--- config.mk ---
export PLATFORM = sky130hd
export DESIGN_NAME = uart_tx_core_flat
export DESIGN_NICKNAME = d
export VERILOG_FILES = /design/src/rtl/uart_pkg.sv /design/src/rtl/uart_tx_core_if.sv /design/src/rtl/uart_tx_serializer.sv /design/src/rtl/uart_tx_core.sv /design/src/flat_wrapper.sv
export SDC_FILE = /design/constraint.sdc
export NUM_CORES = 1
export LEC_CHECK = 0
export CORE_MARGIN = 2
export CORE_UTILIZATION = 50
export DETAILED_ROUTE_END_ITERATION = 10
export GPL_TIMING_DRIVEN = 0
export PLACE_DENSITY = 0.82
export REMOVE_ABC_BUFFERS = 1
export SLEW_MARGIN = 15
export SYNTH_ARGS = -nofsm -noshare
export SYNTH_HDL_FRONTEND = slang
export SYNTH_SLANG_ARGS = --single-unit
--- constraint.sdc ---
create_clock -name CLK -period 2.23 [get_ports CLK]
set_input_delay 0.446 -clock CLK [delete_from_list [all_inputs] [get_ports CLK]]
set_output_delay 0.446 -clock CLK [all_outputs]
set_load 0.01 [all_outputs]
--- src/rtl/uart_pkg.sv ---
// Shared UART constants: FSM state encoding and parity polarity, common to TX and RX.
package uart_pkg;

    localparam logic [2:0] ST_IDLE   = 3'd0;
    localparam logic [2:0] ST_START  = 3'd1;
    localparam logic [2:0] ST_DATA   = 3'd2;
    localparam logic [2:0] ST_PARITY = 3'd3;
    localparam logic [2:0] ST_STOP   = 3'd4;

    localparam logic PAR_EVEN = 1'b0;
    localparam logic PAR_ODD  = 1'b1;

endpackage

--- src/rtl/uart_tx_core_if.sv ---
// Upstream-facing request/line bundle of the UART transmitter.
interface uart_tx_core_if #(
    parameter int unsigned DATA_WIDTH     = 8,
    parameter int unsigned prescale_width = 6
);
    logic [DATA_WIDTH-1:0]     P_DATA;
    logic                      Data_Valid;
    logic                      PAR_EN;
    logic                      PAR_TYP;
    logic [prescale_width-1:0] prescale;
    logic                      TX_OUT;
    logic                      Busy;

    modport master (
        output P_DATA, Data_Valid, PAR_EN, PAR_TYP, prescale,
        input  TX_OUT, Busy
    );

    modport slave (
        input  P_DATA, Data_Valid, PAR_EN, PAR_TYP, prescale,
        output TX_OUT, Busy
    );
endinterface

--- src/rtl/uart_tx_serializer.sv ---
// Load/shift register with bit index; bit_c looks ahead to the bit visible after this edge.
module uart_tx_serializer #(
    parameter int unsigned DATA_WIDTH = 8
) (
    input  logic                  clk,
    input  logic                  rst_n,
    input  logic                  load,
    input  logic [DATA_WIDTH-1:0] data,
    input  logic                  shift_en,
    output logic                  bit_c,
    output logic                  last_bit
);
    localparam int unsigned IDX_W = (DATA_WIDTH > 1) ? $clog2(DATA_WIDTH) : 1;

    logic [DATA_WIDTH-1:0] shreg;
    logic [IDX_W-1:0]      idx;
    logic [IDX_W-1:0]      idx_inc;
    logic [DATA_WIDTH:0]   shreg_ext;

    assign idx_inc   = idx + IDX_W'(1);
    assign shreg_ext = {1'b0, shreg};
    assign bit_c     = shift_en ? shreg_ext[1] : shreg_ext[0];

    always_ff @(posedge clk or negedge rst_n) begin
        if (!rst_n) begin
            shreg    <= '0;
            idx      <= '0;
            last_bit <= 1'b0;
        end else if (load) begin
            shreg    <= data;
            idx      <= '0;
            last_bit <= (DATA_WIDTH == 1);
        end else if (shift_en) begin
            shreg    <= {1'b0, shreg[DATA_WIDTH-1:1]};
            idx      <= idx_inc;
            last_bit <= (idx_inc == IDX_W'(DATA_WIDTH - 1));
        end
    end
endmodule

--- src/rtl/uart_tx_core.sv ---
// UART transmitter: start, LSB-first data, optional parity, stop; each bit held prescale cycles.
module uart_tx_core
    import uart_pkg::*;
#(
    parameter int unsigned DATA_WIDTH     = 8,
    parameter int unsigned prescale_width = 6
) (
    input  logic         CLK,
    input  logic         RST,
    uart_tx_core_if.slave bus
);
    logic [2:0]                state_q, state_n;
    logic [prescale_width-1:0] cnt_q, cnt_n;
    logic [prescale_width-1:0] prescale_q;
    logic [prescale_width-1:0] last_cnt_c;
    logic                      par_en_q, par_bit_q;
    logic                      tx_q, tx_n, busy_q, busy_n;
    logic                      period_end_c, load_c, shift_c;
    logic                      ser_bit_c, last_bit;

    uart_tx_serializer #(.DATA_WIDTH(DATA_WIDTH)) u_ser (
        .clk      (CLK),
        .rst_n    (RST),
        .load     (load_c),
        .data     (bus.P_DATA),
        .shift_en (shift_c),
        .bit_c    (ser_bit_c),
        .last_bit (last_bit)
    );

    // A prescale of 0 behaves as 1 cycle per bit
    assign last_cnt_c   = (prescale_q == '0) ? '0 : prescale_q - prescale_width'(1);
    assign period_end_c = (cnt_q == last_cnt_c);

    always_ff @(posedge CLK or negedge RST) begin
        if (!RST) state_q <= ST_IDLE;
        else      state_q <= state_n;
    end

    always_comb begin
        state_n = state_q;
        load_c  = 1'b0;
        shift_c = 1'b0;
        cnt_n   = '0;
        tx_n    = 1'b1;
        busy_n  = 1'b0;
        case (state_q)
            ST_IDLE: begin
                if (bus.Data_Valid) begin
                    state_n = ST_START;
                    load_c  = 1'b1;
                end
            end
            ST_START:  if (period_end_c) state_n = ST_DATA;
            ST_DATA: begin
                if (period_end_c) begin
                    if (last_bit) state_n = par_en_q ? ST_PARITY : ST_STOP;
                    else          shift_c = 1'b1;
                end
            end
            ST_PARITY: if (period_end_c) state_n = ST_STOP;
            ST_STOP:   if (period_end_c) state_n = ST_IDLE;
            default:   state_n = ST_IDLE;
        endcase

        // Counter restarts on every state entry and at each bit boundary
        if (state_n != ST_IDLE && state_n == state_q && !period_end_c)
            cnt_n = cnt_q + prescale_width'(1);

        case (state_n)
            ST_START:  tx_n = 1'b0;
            ST_DATA:   tx_n = ser_bit_c;
            ST_PARITY: tx_n = par_bit_q;
            default:   tx_n = 1'b1;
        endcase
        busy_n = (state_n != ST_IDLE);
    end

    always_ff @(posedge CLK or negedge RST) begin
        if (!RST) begin
            cnt_q      <= '0;
            prescale_q <= '0;
            par_en_q   <= 1'b0;
            par_bit_q  <= 1'b0;
            tx_q       <= 1'b1;
            busy_q     <= 1'b0;
        end else begin
            cnt_q  <= cnt_n;
            tx_q   <= tx_n;
            busy_q <= busy_n;
            if (load_c) begin
                prescale_q <= bus.prescale;
                par_en_q   <= bus.PAR_EN;
                par_bit_q  <= (^bus.P_DATA) ^ (bus.PAR_TYP == PAR_ODD);
            end
        end
    end

    assign bus.TX_OUT = tx_q;
    assign bus.Busy   = busy_q;
endmodule

--- src/flat_wrapper.sv ---
// flat-port wrapper written by rule: the top's interface ports become plain ports
module uart_tx_core_flat import uart_pkg::*;
#(
    parameter int unsigned DATA_WIDTH     = 8,
    parameter int unsigned prescale_width = 6
)
  (CLK, RST, bus_P_DATA, bus_Data_Valid, bus_PAR_EN, bus_PAR_TYP, bus_prescale, bus_TX_OUT, bus_Busy);
  uart_tx_core_if #(.DATA_WIDTH(DATA_WIDTH), .prescale_width(prescale_width)) bus_i ();
  input  logic CLK;
  input  logic RST;
  input wire logic [$bits(bus_i.P_DATA)-1:0] bus_P_DATA;
  input wire logic [$bits(bus_i.Data_Valid)-1:0] bus_Data_Valid;
  input wire logic [$bits(bus_i.PAR_EN)-1:0] bus_PAR_EN;
  input wire logic [$bits(bus_i.PAR_TYP)-1:0] bus_PAR_TYP;
  input wire logic [$bits(bus_i.prescale)-1:0] bus_prescale;
  output wire logic [$bits(bus_i.TX_OUT)-1:0] bus_TX_OUT;
  output wire logic [$bits(bus_i.Busy)-1:0] bus_Busy;
  assign bus_i.P_DATA = bus_P_DATA;
  assign bus_i.Data_Valid = bus_Data_Valid;
  assign bus_i.PAR_EN = bus_PAR_EN;
  assign bus_i.PAR_TYP = bus_PAR_TYP;
  assign bus_i.prescale = bus_prescale;
  assign bus_TX_OUT = bus_i.TX_OUT;
  assign bus_Busy = bus_i.Busy;
  uart_tx_core #(.DATA_WIDTH(DATA_WIDTH), .prescale_width(prescale_width)) u_core (.CLK(CLK), .RST(RST), .bus(bus_i));
endmodule
Yosys cells after proc, flatten, opt, wreduce, memory -nomap -nowiden
Cells that the tools add are included.
{ "word_totals": {"ff_bits": 31, "latchBits": 0, "ram_bits": 0, "romBits": 0, "in_bits": 19, "output_inout_bits": 2, "wordCells": 55, "memories": 0} }
{ "classes": {"addsub": 3, "mul": 0, "n_div": 0, "order_cmp": 0, "n_eq_ne": 10, "n_shift": 0, "n_mux": 23, "n_bitwise": 1, "reduce_logical": 8} }
{ "op_table": {"columns": ["cell", "n"], "rows": [
  ["3-bit two-way mux", 9],
  ["8-bit two-way mux", 2],
  ["3-bit one-hot mux with 5 select lines", 1],
  ["3-bit by 2-bit == test with 1-bit output, second input constant", 4],
  ["6-bit two-way mux", 2],
  ["1-bit two-way mux", 8],
  ["8-bit XOR reduction", 1],
  ["6-bit by 1-bit adder with 6-bit output, second input constant", 1],
  ["3-bit by 1-bit == test with 1-bit output, second input constant", 2],
  ["3-bit == test, second input constant", 2],
  ["6-bit == test", 1],
  ["6-bit zero test", 1],
  ["6-bit by 1-bit subtractor with 6-bit output, second input constant", 1],
  ["3-bit by 1-bit adder with 3-bit output, second input constant", 1],
  ["3-bit == test", 1],
  ["3-bit zero test", 1],
  ["1-bit one-hot mux with 3 select lines", 1],
  ["3-bit nonzero test", 1],
  ["1-bit logical AND", 2],
  ["2-bit nonzero test", 1],
  ["1-bit zero test", 1],
  ["1-bit XOR", 1]
]} }

Longest topological paths before layout
Gate-level depths: netlist of run 1.
{ "depth": {"word_depth": 9, "depth_mapped": 10} }

Hierarchy
From an unflattened synthesis of run 1, not the netlist that was laid out.
{ "unflattened": {"hier_cells": 173, "hier_area_um2": 1760.4} }
{ "modules_own_cells": {"columns": ["mod", "instances", "cells_each", "area_per_inst_um2", "seq_area_each_um2"], "rows": [
  ["uart_tx_core", 1, 119, 1167.4, 476.7],
  ["uart_tx_serializer", 1, 54, 593.1, 300.3]
]} }

Least setup slack after synthesis of run 1
OpenSTA, ideal clock, no wires.
{ "synth_path": {"kind": "reg2reg", "start": "register u_core.prescale_q[0]", "end": "register u_core.u_ser.shreg[2]", "setup_time_ps": 126, "arrival_time_ps": 2337, "required_ps": 2104, "slack_ps": -233, "stages_incl_launch_ff": 11, "path_cell_list": "dfrtp_1 > inv_1 > ha_1 > or4b_1 > a21oi_1 > nor2_1 > nor3_4 > and3_2 > buf_6 > nor2_1 > a221o_1"} }
{ "synth_between": {"elab_chain_len": 6, "elab_cells_between_ends": 7, "cone_classes": "1 x add/sub; 1 x eq/ne; 3 x mux; 2 x reduce/logical"} }
{ "synth_lines": {"columns": ["element", "line", "text"], "rows": [
  ["start, declared", "uart_tx_core.sv:14", "logic [prescale_width-1:0] prescale_q;"],
  ["start signal, assigned", "uart_tx_core.sv:92", "prescale_q <= bus.prescale;"],
  ["6-bit by 1-bit subtractor with 6-bit output or 6-bit zero test (tied branches)", "uart_tx_core.sv:32", "assign last_cnt_c = (prescale_q == '0) ? '0 : prescale_q - prescale_width'(1);"],
  ["6-bit two-way mux *", "uart_tx_core.sv:32", null],
  ["6-bit == test *", "uart_tx_core.sv:33", "assign period_end_c = (cnt_q == last_cnt_c);"],
  ["1-bit two-way mux *", "uart_tx_core.sv:56", "if (period_end_c) begin"],
  ["1-bit two-way mux *", "uart_tx_core.sv:47", "case (state_q)"],
  ["2-bit nonzero test (no source line) *", null, null],
  ["end signal, assigned", "uart_tx_serializer.sv:30", "shreg <= data;"],
  ["end signal, assigned", "uart_tx_serializer.sv:34", "shreg <= {1'b0, shreg[DATA_WIDTH-1:1]};"],
  ["end, declared", "uart_tx_serializer.sv:15", "logic [DATA_WIDTH-1:0] shreg;"]
]} }
Mark *: on every way between the ends. The rest lies on a longest branch, timed or not.
A chain may end at the register's enable or synchronous reset.

Worst setup path in the final report of run 1
{ "layout_path": {"start": "register u_core.prescale_q[1]", "end": "register u_core.u_ser.shreg[0]"} }
Same word-level chain as after synthesis.

==> impl_results.md, run 1 <==
- Status: finished, violations left
- Violated checks: negative setup slack
- Switching share of total power: between 40% and 50%
- Setup crit start: u_core.prescale_q[1]
- Worst Tran Pin Value: slightly above 700 ps
- Chip height: between 60 and 70 um
- Core footprint: 0.00342 sq mm
- Placement Setup Slack: -495 ps
- CTS Buf Count: 5
- Worst Path Arrival: around 2700 ps
- Tot GR Track Use: 21.5%
- Sequential fraction of the synthesis area: about 43%
- Max-slew violations: 0
- Top post-synthesis cells by area: dfrtp_1, nand2_1, xnor2_1
- Dominant cell type by area after synthesis: dfrtp_1
- Placed cell count: approximately 260
- CP endpoint kind: register
- HPWL Detailed: approximately 2.6 mm
- # IOs: 21
- Final worst slack: -273 ps
- Htree depth: 2
- Port bufs: 20
- Slew HR: ~52%
- WP data required: 2430 ps
- CP max-delay cell: or4b_4
- Startpoint types: register
- Nets: around 250
- Sequential share of power: between 30% and 40%
- Final cell count without fillers: roughly 280
- Leak pwr: roughly 0.98 nW
- Post-Route Utilization: a little under 70%
- WS Path Type: reg2reg
- Antenna Violating Nets Remaining: 0
- Comb power frac: 58.2%
- Largest net degree at the start of global routing: 32
- # DRC: 0
- Post-Synthesis Mean Instance Area: ~9.3 sq um
- Clock root buffer: clkbuf_4
- Share of layout cells above drive strength 1: approximately a quarter
- RSZ-0062 raised after global routing: true
- Prevailing post-synth register cell: dfrtp_1
- First-pass GRT wire length: 6.85 mm
- Max Clock Freq: around 400 MHz
- Vias in the first global route: roughly 1500
- CP max stage delay: 490 ps
- R2r startpoint: u_core.prescale_q[1]
- Peak fanout along the critical path: 7
- GP Congestion: about 0.81
- Pint: ~1.8 mW
- Mapped Cells: between 150 and 200
- Initial Util: 53.5%
- Die Width: approximately 64 um
- Area delta synth->final: 29.2%
- Global route total overflow: 0
- Hold crit path type: in2async
- Clock Tree Buf Depth: 2
- Worst Clk Skew: 18.4 ps
- Final period utilization: 112%
- Most frequent cells in the layout: nand2_1, dfrtp_1, clkdlybuf4s50_1, xnor2_1, buf_4
- CTS sink cnt: 31
- Power Total: ~3.2 mW
- Via count: about 1600
- Peak supply drop: between 700 and 800 uV
- PD cells: 1370 mW/mm^2
- Post-Route WL: roughly 4.4 mm
- Die Footprint: 0.00415 sq mm
- Most common cell after layout, fill and taps aside: nand2_1
- Flops & latches, synth: 31
- CTS tree: built
- Clock power share: 10.0%
- Ant diodes: 0
- Initial DRC count: 70
- Final Hold Violating Endpoints: 0
- NetSw: 1.43 mW
- Clk pin slew, worst setup/hold paths: 110 ps
- Routed vias/inst: 5.85
- Clk Latency, worst-skew pair: approximately 350 ps
- Post-synth top area share: 41.1%
- Post-Syn Area: roughly 0.0018 sq mm
- Synth warn: 0
- Max Cap Violations: 0
- Number of synthesized flops with an enable pin: 0
- DR WL/cell: around 16 um
- Final setup vio count: 22
- Ys async rst share: 100%
- 1st-pass router iterations: 4
- Cell variety after synth: 54
- Initial antenna violation count: 0
- Worst-path cell chain: inv_2 > ha_4 > or4b_4 > a21oi_4 > nor2_4 > nor3_4 > buf_6 > and3_4 > mux2i_2 > a21oi_1
- Row cnt: 21
- Min Tclk post-route: 2500 ps
## metal layers
layer  share of wire, %  global-route usage (%)  vias up  wire [um]
met3                5.6                    4.34       18        250
met1                 42                    28.4      789       1850
met4                4.2                    12.0        0        184
met2                 48                    33.3       56       2150
li1                   -                       -      758          -
met5                  0                       0        -          0
## stage by stage
stage               cell area (sq um)  setup TNS [ps]  hold WS (ps)
floorplan                        1790           -1200           150
global placement                 2050           -4300           465
detailed placement               2040           -5520           477
CTS                              2280           -1460           162
global route                     2360           -5130           191
finish                           2360           -3290           128
## power groups by stage
| stage | Sequential, mW | Clock [mW] | Combinational (mW) |
|---|---|---|---|
| after floorplan | 0.963 | 0 | 1.00 |
| after global placement | 1.00 | 0 | 1.23 |
| after detailed placement | 1.02 | 0 | 1.27 |
| after CTS | 1.01 | 0.317 | 1.64 |
| after global routing | 1.05 | 0.342 | 2.04 |
| final | 1.02 | 0.321 | 1.88 |
## critical path: cells and delay by family, from the launching register on
family,cells,cell delay [ps]
AO/OA/AOI/OAI,2,280
AND/OR/NAND/NOR,4,980
flip-flops,1,420
multiplexers,1,260
buffers and inverters,2,240
adder cells (fa/ha/maj),1,170
## final timing paths
check | to | slack (ps) | depth (start not counted)
setup / recovery | u_core.u_ser.shreg[0] | -270 | 10
hold / removal | u_core.prescale_q[1] | 130 | 1
setup reg to reg | u_core.u_ser.shreg[0] | -270 | 10
hold reg to reg | u_core.bus.TX_OUT | 500 | 2
max in group asynchronous | u_core.prescale_q[2] | 1600 | 1
min in group CLK | u_core.bus.TX_OUT | 500 | 2
## flip-flops by register name, summed over array words and instances (netlist names)
register / flops
u_core.bus.Busy: 1
u_core.bus.TX_OUT: 1
u_core.cnt_q: 6
u_core.par_bit_q: 1
u_core.par_en_q: 1
u_core.prescale_q: 6
u_core.state_q: 3
u_core.u_ser.idx: 3
u_core.u_ser.last_bit: 1
u_core.u_ser.shreg: 8
## cell usage after synthesis, drive strengths merged (4+ instances only)
cell type and instances:
nor2 16, xnor2 12, nand2 35, nand3 9
a21oi 4, clkbuf 5, xor2 6, inv 6
ha 4, and3 4, dfrtp 30, o21ai 11
nor3 5
## timing repair
item / 4_1_cts / 5_1_grt
endpoints found under the hold margin: 0 / 0
endpoints found under the setup margin: 23 / 23
pin swaps: 16 / 8
resized for setup: 23 / 14
hold buffers: 0 / 0
setup buffers: 10 / 4
## kinds of logic after synthesis
group | Yosys count | synth area share (%)
adder cells (fa/ha/maj) | 4 | 2.74
AND/OR/NAND/NOR | 87 | 25.2
AO/OA/AOI/OAI | 39 | 15.4
multiplexers | 4 | 2.33
buffers and inverters | 13 | 3.15
flip-flops | 31 | 42.5
XOR/XNOR | 18 | 8.63
## layout make-up
type,instances,area [sq um]
multi-input combinational,152,1140
fill,254,1060
sequential,31,778
timing repair buffer,34,312
tap,46,57.6
clock buffer,7,45.0
inverter,6,22.5
clock inverter,1,5.00
No activity file was read; power rests on OpenSTA's default activity.
==> run 2, diff against run 1 <==
--- a/config.mk
+++ b/config.mk
@@ -9,6 +9,7 @@
 export CORE_UTILIZATION = 50
 export DETAILED_ROUTE_END_ITERATION = 10
 export GPL_TIMING_DRIVEN = 0
+export MAX_ROUTING_LAYER = met4
 export PLACE_DENSITY = 0.82
 export REMOVE_ABC_BUFFERS = 1
 export SLEW_MARGIN = 15
==> run 2 against run 1 <==
  * The flow still finishes with violations (negative setup slack)
  * Utilization is the same
  * Routed wire length is essentially flat
  * Flip-flop and latch count is the same
  * Power grew 0.33%
  * Via count grew 0.68%
  * Critical path type unchanged
  * Largest power group unchanged
==> impl_results.md, run 2 (synthesized netlist as in run 1, its figures left out) <==
- Global route total overflow: 0 (unchanged)
- Violated checks: negative setup slack
- First-pass GRT wire length: 6.84 mm (-0.10%)
- Total stage count of the critical path: 10 (unchanged)
- CP delay by family, top: simple AND/OR/NAND/NOR gates
- Largest regs: u_core.u_ser.shreg: 8 flops, u_core.cnt_q: 6 flops, u_core.prescale_q: 6 flops
- Min Tclk post-route: 2500 ps (-5.02 ps)
- Row cnt: 21 (unchanged)
- Fillers: 254 (unchanged)
- Worst Clk Skew: 17.6 ps (-0.842 ps)
- Peak supply drop: 710 uV (+0.94%)
- Most frequent cells in the layout: nand2_1, dfrtp_1, clkdlybuf4s50_1, xnor2_1, buf_4
- CP max stage delay: 490 ps (about the same)
- Cell depth of the worst flop-to-flop path: 10 (unchanged)
- Leak pwr: 0.976 nW (unchanged)
- Core footprint: 0.00342 sq mm (unchanged)
- WS Path Type: reg2reg
- Largest net degree at the start of global routing: 32 (unchanged)
- Flop2flop setup slack: -270 ps (about the same)
- Reg with most FFs: u_core.u_ser.shreg
- RSZ-0062 raised after global routing: true
- Startpoint types: register
- HPWL Detailed: 2.58 mm (unchanged)
- Clock root buffer: clkbuf_4
- Met3 routed WL: 187 um (-25%)
- PD cells: 1370 mW/mm^2 (+0.33%)
- Worst Tran Pin Value: 722 ps (+8.78 ps)
- Slew HR: 51.7% (-0.59 points)
- Final setup vio count: 22 (unchanged)
- CP Buf/Inv Count: 2 (unchanged)
- CP max-delay cell: or4b_4
- R2r startpoint: u_core.prescale_q[1]
- # hold bufs at CTS: 0 (unchanged)
- Htree depth: 2 (unchanged)
- Die Width: 64.4 um (unchanged)
- Final period utilization: 112% (-0.23 points)
- Final worst slack: -268 ps (+5.02 ps)
- # IOs: 21 (unchanged)
- # DRC: 0 (unchanged)
- Post-Route WL: 4.44 mm (about the same)
- Initial Util: 53.5% (unchanged)
- GP Congestion: 0.817 (+1.5%)
- Max Cap Violations: 0 (unchanged)
- Placement Setup Slack: -495 ps (unchanged)
- Max reg flops: 8 (unchanged)
- 1st-pass router iterations: 4 (unchanged)
- CTS Buf Count: 5 (unchanged)
- DR WL/cell: 16.0 um (about the same)
- Most common cell after layout, fill and taps aside: nand2_1
- Port bufs: 20 (unchanged)
- M1 wire length: 1.93 mm (+4.5%)
- Nets: 253 (unchanged)
- Initial DRC count: 87 (+24%)
- CP endpoint kind: register
- Status: finished, violations left
- CTS sink cnt: 31 (unchanged)
- Via count: 1632 (+0.68%)
- Worst-path cell chain: inv_2 > ha_4 > or4b_4 > a21oi_4 > nor2_4 > nor3_4 > buf_6 > and3_4 > nor2_1 > a221o_1
- Max Clock Freq: 400 MHz (+0.20%)
- CTS tree: built
- Ant diodes: 0 (unchanged)
- Reg2reg end: u_core.u_ser.shreg[2]
- Clk Latency, worst-skew pair: 350 ps (about the same)
- Routed vias/inst: 5.89 (+0.68%)
- Hold crit path type: in2async
- Area delta synth->final: 29.2% (unchanged)
- Vias in the first global route: 1483 (+0.61%)
- Final Hold Violating Endpoints: 0 (unchanged)
- Die Footprint: 0.00415 sq mm (unchanged)
- Share of layout cells above drive strength 1: 25.5% (unchanged)
- Antenna Violating Nets Remaining: 0 (unchanged)
- Clock Tree Buf Depth: 2 (unchanged)
- Max-slew violations: 0 (unchanged)
- Initial antenna violation count: 0 (unchanged)
- Chip height: 64.4 um (unchanged)
- Worst Path Arrival: 2730 ps (+20 ps)
- Routed wl met2: 2.15 mm (+0.28%)
- WP data required: 2460 ps (+30 ps)
- Tot GR Track Use: 22.1% (+0.56 points)
- Top routing layer used: met4
- Clk pin slew, worst setup/hold paths: 110 ps (about the same)
- TNS Setup: -3250 ps (+40.4 ps)
- Peak fanout along the critical path: 7 (unchanged)
## run 2: repair_timing
| action | CTS | global route |
|---|---|---|
| resized for setup | 23 | 14 |
| pin swaps | 16 | 8 |
| setup endpoints to repair | 23 | 23 |
| buffers inserted | 10 | 4 |
| hold endpoints to repair | 0 | 0 |
## run 2: through the flow
step / hold slack, ps / cell area (sq um) / power (mW) / cells / utilization, %
2_1_floorplan: 150 / 1790 / 1.96 / 189 / -
3_3_place_gp: 465 / 2050 / 2.24 / 255 / 60.0
3_5_place_dp: 477 / 2040 / 2.28 / 255 / 59.9
4_1_cts: 162 / 2280 / 2.97 / 273 / 66.7
5_1_grt: 188 / 2360 / 3.43 / 277 / 69.1
6_report: 119 / 2360 / 3.23 / 277 / 69.1
## run 2: cell type report
class                           instances  area, sq um  share of cell area, %
Tap cell                               46         57.6                   2.44
Timing Repair Buffer                   34          312                   13.2
Sequential cell                        31          778                   33.0
Clock inverter                          1         5.00                  0.212
Inverter                                6         22.5                  0.954
Multi-Input combinational cell        152         1140                   48.3
Clock buffer                            7         45.0                   1.91
## run 2: worst max-delay path by stage
stage	from	to	slack, ps
final	u_core.prescale_q[1]	u_core.u_ser.shreg[2]	-270
after global routing	u_core.prescale_q[0]	u_core.u_ser.shreg[0]	-360
after CTS	u_core.prescale_q[2]	u_core.u_ser.shreg[2]	-170
after detailed placement	u_core.prescale_q[0]	u_core.u_ser.shreg[0]	-500
after global placement	u_core.prescale_q[0]	u_core.u_ser.shreg[0]	-430
after floorplan	u_core.prescale_q[0]	u_core.u_ser.shreg[2]	-210
## run 2: report_power, final
part	leakage (nW)	internal, mW	switching (mW)
combinational	0.565	0.892	0.989
sequential	0.382	0.781	0.246
clock	0.0293	0.123	0.202
total	0.976	1.80	1.44
## run 2: routing by layer
layer	vias up	GRT usage (%)
li1	761	-
met3	17	4.34
met2	46	33.7
met4	0	12.2
met5	-	-
met1	808	27.8
## run 2: worst register-to-register path: cells and delay by family (launching register included)
family / cells / cell delay [ps]
AND/OR/NAND/NOR: 5 / 1050
AO/OA/AOI/OAI: 2 / 500
flip-flops: 1 / 420
buffers and inverters: 2 / 240
adder cells (fa/ha/maj): 1 / 170
